### config.mk
export PLATFORM = sky130hd
export DESIGN_NAME = fetch_stage
export DESIGN_NICKNAME = d
export VERILOG_FILES = /design/src/rtl/riscv_pkg.sv /design/src/rtl/fetch_decode_reg.sv /design/src/rtl/fetch_stage.sv
export SDC_FILE = /design/constraint.sdc
export NUM_CORES = 1
export LEC_CHECK = 0
export BUFFER_PORTS_ARGS = -buffer_cell sky130_fd_sc_hd__clkbuf_2
export CORE_AREA = 3 3 93 131
export DETAILED_ROUTE_END_ITERATION = 8
export DIE_AREA = 0 0 96 134
export PLACE_DENSITY_LB_ADDON = 0.12
export RECOVER_POWER = 100
export SLEW_MARGIN = 25
export SYNTH_ARGS = -nofsm -noshare
export SYNTH_HDL_FRONTEND = slang
export SYNTH_SLANG_ARGS = --single-unit
### constraint.sdc
create_clock -name clk -period 3.1 [get_ports clk]
set_input_delay 0.775 -clock clk [delete_from_list [all_inputs] [get_ports clk]]
set_output_delay 0.775 -clock clk [all_outputs]
set_load 0.005 [all_outputs]
### src/rtl/riscv_pkg.sv
// Shared RV32I core definitions: widths, constants and pipeline-register payloads.
package riscv_pkg;

    localparam int unsigned XLEN = 32;
    localparam int unsigned INSTR_BYTES = 4;

    localparam logic [XLEN-1:0] NOP_INSTR        = 32'h0000_0013;
    localparam logic [XLEN-1:0] RESET_PC_DEFAULT = 32'hBFC0_0000;

    // Fetch->Decode pipeline payload
    typedef struct packed {
        logic [XLEN-1:0] instr;
        logic [XLEN-1:0] pc;
        logic [XLEN-1:0] pcplus4;
        logic            valid;
    } fd_payload_t;

    // Bubble inserted on reset or flush: a NOP that Decode ignores via valid=0
    localparam fd_payload_t FD_BUBBLE = '{
        instr:   NOP_INSTR,
        pc:      '0,
        pcplus4: '0,
        valid:   1'b0
    };

    // Only word-aligned fetch is supported, so low address bits are dropped
    function automatic logic [XLEN-1:0] word_align(input logic [XLEN-1:0] addr);
        return {addr[XLEN-1:2], 2'b00};
    endfunction

endpackage

### src/rtl/fetch_decode_reg.sv
// F/D pipeline register with stall, flush and synchronous reset.
// Template for the later D/E, E/M and M/W registers.
module fetch_decode_reg
    import riscv_pkg::*;
(
    input  logic        clk,
    input  logic        rst,
    input  logic        stall_i,
    input  logic        flush_i,
    input  fd_payload_t data_i,
    output fd_payload_t data_o
);

    fd_payload_t data_q;
    fd_payload_t data_d;

    // Next contents: flush beats stall, stall holds, otherwise load
    always_comb begin
        data_d = data_i;
        if (flush_i) begin
            data_d = FD_BUBBLE;
        end else if (stall_i) begin
            data_d = data_q;
        end
    end

    // Register with reset to a bubble
    always_ff @(posedge clk) begin
        if (rst) begin
            data_q <= FD_BUBBLE;
        end else begin
            data_q <= data_d;
        end
    end

    assign data_o = data_q;

endmodule

### src/rtl/fetch_stage.sv
// Instruction-fetch stage: PC register, next-PC selection and F/D register.
module fetch_stage
    import riscv_pkg::*;
#(
    parameter logic [XLEN-1:0] RESET_PC = RESET_PC_DEFAULT
) (
    input  logic            clk,
    input  logic            rst,
    input  logic            stall_f,
    input  logic            stall_d,
    input  logic            flush_d,
    input  logic            pcsrc_e,
    input  logic [XLEN-1:0] pctarget_e,
    output logic [XLEN-1:0] imem_addr,
    input  logic [XLEN-1:0] imem_rdata,
    output logic [XLEN-1:0] instr_d,
    output logic [XLEN-1:0] pc_d,
    output logic [XLEN-1:0] pcplus4_d,
    output logic            valid_d
);

    logic [XLEN-1:0] pc_f_q;
    logic [XLEN-1:0] pc_f_d;
    logic [XLEN-1:0] pcplus4_f;
    fd_payload_t     fd_in;
    fd_payload_t     fd_out;

    // Sequential address, wraps modulo 2^32
    assign pcplus4_f = pc_f_q + XLEN'(INSTR_BYTES);

    // Next-PC select: a redirect overrides a fetch stall
    always_comb begin
        pc_f_d = pcplus4_f;
        if (pcsrc_e) begin
            pc_f_d = word_align(pctarget_e);
        end else if (stall_f) begin
            pc_f_d = pc_f_q;
        end
    end

    // PC register
    always_ff @(posedge clk) begin
        if (rst) begin
            pc_f_q <= RESET_PC;
        end else begin
            pc_f_q <= pc_f_d;
        end
    end

    // Memory address comes straight from the register, no input-to-output path
    assign imem_addr = pc_f_q;

    assign fd_in = '{
        instr:   imem_rdata,
        pc:      pc_f_q,
        pcplus4: pcplus4_f,
        valid:   1'b1
    };

    fetch_decode_reg u_fd_reg (
        .clk     (clk),
        .rst     (rst),
        .stall_i (stall_d),
        .flush_i (flush_d),
        .data_i  (fd_in),
        .data_o  (fd_out)
    );

    assign instr_d   = fd_out.instr;
    assign pc_d      = fd_out.pc;
    assign pcplus4_d = fd_out.pcplus4;
    assign valid_d   = fd_out.valid;

endmodule

==> key figures <==
Route
  • DR pass1 iterations: 4
  • Via Count: 4802
  • Initial DRC count: 107
  • Post-route ant nets: 0
  • WL final: 14490 um
  • Via-per-instance ratio: 5.169
  • Routed length per instance: 15.60 um
  • DRC viols: 0

Yosys
  • Leading area contributor after synthesis: dfxtp_1
  • Fraction of registers with async set/reset: 0
  • Mux contribution to synthesized area: 0.1223
  • Xor-xnor portion of the synthesized cell area: 0.07618
  • Mapped cell area: 5404 um2
  • Most frequent cells after synthesis: 123 x dfxtp_1, 105 x nor2_1, 66 x mux2i_1
  • Syn avg cell area: 8.977 um2
  • Yosys warns: 0
  • Post-Syn Instances: 602
  • Unique cell type count in the Yosys netlist: 43
  • Synth top area cells: dfxtp_1 46%, mux2i_1 12%, nor2_1 7.3%, xor2_1 4.4%, a21oi_1 4.2%
  • Most frequent cell after synthesis: dfxtp_1
  • Top FF cell, synth: dfxtp_1
  • Synth Area in Compound Gates: 0.09887
  • Post-Synth Adder-Cell Area: 0.002315
  • Largest family of logic cells by synthesized area: simple AND/OR/NAND/NOR gates
  • Synth Area in Simple Gates: 0.1880
  • Post-synth EDFFs: 0
  • Register area share after synthesis: 0.4557
  • Post-synth top area share: 0.4557
  • Synth Register Bits: 123

Timing
  • Final Max Slew Viols: 107
  • Final period util: 0.8358
  • TNS Setup: 0 ns
  • Max-Slew Margin vs Limit: -0.3219
  • Fmax achieved: 385.9 MHz
  • RSZ-0062 raised after global routing: false
  • Tmin final: 2.591 ns
  • Final setup vio count: 0
  • Fin Clk Skew: 0.009281 ns
  • Setup ws final: 0.5089 ns
  • Hold Vio Cnt, Final: 0
  • Least-Margin Pin Slew: 1.983 ns

Worst setup path
  • Worst reg2reg path startpoint: imem_addr[9]$_SDFFE_PP0P_
  • CP required: 3.43 ns
  • R2R setup slack: 0.51 ns
  • Kind of cell adding the most delay to the critical path: simple AND/OR/NAND/NOR gates
  • CP startpoint: imem_addr[9]$_SDFFE_PP0P_
  • Critical path endpoint category: flip-flop
  • Crit path launch type: flip-flop
  • R2R depth: 6
  • CP Cell Sequence: nand4_4 > nor4_2 > buf_4 > nand2_1 > or3_1 > a31oi_1
  • CP max FO: 8
  • WS Path Type: reg -> reg
  • CP bufs+invs: 1
  • R2R Path End: u_fd_reg.data_o[20]$_SDFFE_PP0N_
  • Crit path DAT: 2.92 ns
  • CP max-delay cell: nor4_2
  • CP max stage delay: 0.84 ns

Global routing
  • Global-route wire length before repair: 22560 um
  • Global-route usage over all layers: 0.2226
  • Initial antenna violation count: 0
  • Vias in the first global route: 4569
  • GR Overflow Total: 0
  • Largest net degree at the start of global routing: 73

Floorplan
  • Starting Density: 0.4815
  • Core Rows: 46
  • Die width: 96 um
  • Die height: 134 um
  • Core ar.: 11220 um2
  • Die ar.: 12860 um2
  • Io pins: 199

Layout
  • Filler Cells Inserted: 1080
  • Storage cell area: 2462 um2
  • Diode count: 0
  • Area of the multi-input gates: 2611 um2
  • P&R area growth vs syn: 26.56%
  • Layout cell share with drive strength beyond 1: 0.1975
  • # nets final: 844

Clock tree
  • Post-CTS setup buffers: 0
  • Post-CTS sizing: 0
  • TritonCTS Buffers: 17
  • Clk slew on worst S/H paths: 0.05 ns
  • TritonCTS clock tree: built
  • H-tree Lvls: 4
  • # hold bufs at CTS: 0
  • Clk root buf: clkbuf_16
  • CTS sink cnt: 123
  • Number of buffers on the longest clock path: 2
  • Clock Latency Late Sink: 0.41 ns

Power and ir drop
  • Comb pwr share: 0.088
  • Switching share of power: 0.2271
  • Pwr Density: 602.2 nW/um2
  • Leakage: 2.896 nW
  • Clock power frac: 0.493
  • Net Switching: 0.0009353 W
  • Max VDD drop: 376.9 uV
  • P_int: 0.003183 W
  • Seq pwr share: 0.419

Worst hold path
  • Hold Crit Depth: 2
  • Hold Startpoint: u_fd_reg.data_o[0]$_SDFFE_PP0N_
  • HP Class: reg -> reg
  • Hold endpoint: u_fd_reg.data_o[0]$_SDFFE_PP0N_

Run status
  • Violated checks: capacitance limit, slew limit
  • Status: complete, but fails checks

Placed design
  • DP Worst Slack: 0.7912 ns
  • Final HPWL DP: 10320 um
  • GPL Wtd Cong: 0.8061
  • # port buffers: 190

Run
  • Max-cap violations: 2
-- power groups by stage --
stage	clock (W)	combinational (W)	sequential, W
2_1_floorplan	0	0.000238	0.00173
3_3_place_gp	0	0.000369	0.00175
3_5_place_dp	0	0.000375	0.00176
4_1_cts	0.00206	0.000378	0.00173
5_1_grt	0.00214	0.000404	0.00173
6_report	0.00203	0.000362	0.00172
-- state kept, by name, indices dropped and copies added (netlist names) --
signal / cells
imem_addr: 30
u_fd_reg.data_o: 93
-- tightest hold or removal path: cells and delay by family (launching register included) --
family / cells / cell delay (ns)
flip-flops: 1 / 0.31
buffers and inverters: 1 / 0.05
AO/OA/AOI/OAI: 1 / 0.05
-- metal layers --
metal  GRT usage  vias to the layer above  wire length [um]
met3     0.06846                       10              1165
met5           0                        -                 0
li1            -                     2389                 -
met2      0.3819                      166              7228
met1      0.2635                     2237              6001
met4     0.06250                        0                99
-- kinds of logic (layout without fill, tap and decap cells) --
group,count (synthesis),after routing
xor+xnor,47,47
fa+ha+maj,1,1
buf+inv,65,243
simple gates,204,204
mux,66,66
compound gates,95,95
flops,123,123
other cells,1,6
-- per-stage QoR --
stage | hold WS (ns) | util | area (um2) | total power, W | instances
floorplan | 0.4466 | - | 5423 | 0.001973 | 607
global placement | 0.4381 | 0.5708 | 6406 | 0.002124 | 898
detailed placement | 0.4476 | 0.5708 | 6406 | 0.002134 | 898
CTS | 0.4575 | 0.6255 | 7020 | 0.004168 | 929
global route | 0.4924 | 0.6094 | 6839 | 0.004274 | 929
finish | 0.4651 | 0.6094 | 6839 | 0.004118 | 929
-- final cells by class --
type / count / share of cell area
multi-input cells: 419 / 0.3818
clock buffers: 25 / 0.07391
well taps: 144 / 0.02634
inverters: 10 / 0.005488
clock inverters: 6 / 0.01592
flip-flops and latches: 123 / 0.3600
repair buffers: 202 / 0.1365
-- placed cells by master (no fill, tap or decap), types with 3 or more instances in the layout --
cell type / count
o21ai_0: 26
nand2_1: 29
nor4b_1: 3
a21oi_1: 45
or3_1: 4
bufinv_16: 3
a211oi_1: 14
nand3_1: 17
clkbuf_2: 114
conb_1: 6
xnor2_1: 20
nand4_1: 12
buf_4: 3
inv_1: 10
mux2i_1: 66
clkbuf_16: 17
nor3_1: 15
nor2_1: 105
xor2_1: 27
buf_1: 4
dfxtp_1: 123
nor2b_1: 3
clkbuf_8: 5
nor4_1: 4
clkbuf_1: 81
-- worst max-delay path by stage --
stage,cells after the start,to
2_1_floorplan,6,imem_addr[26]$_SDFFE_PP1P_
3_3_place_gp,6,imem_addr[26]$_SDFFE_PP1P_
3_5_place_dp,6,imem_addr[26]$_SDFFE_PP1P_
4_1_cts,6,u_fd_reg.data_o[20]$_SDFFE_PP0N_
5_1_grt,6,u_fd_reg.data_o[20]$_SDFFE_PP0N_
6_report,6,u_fd_reg.data_o[20]$_SDFFE_PP0N_
(Power assumes the default switching activity.)
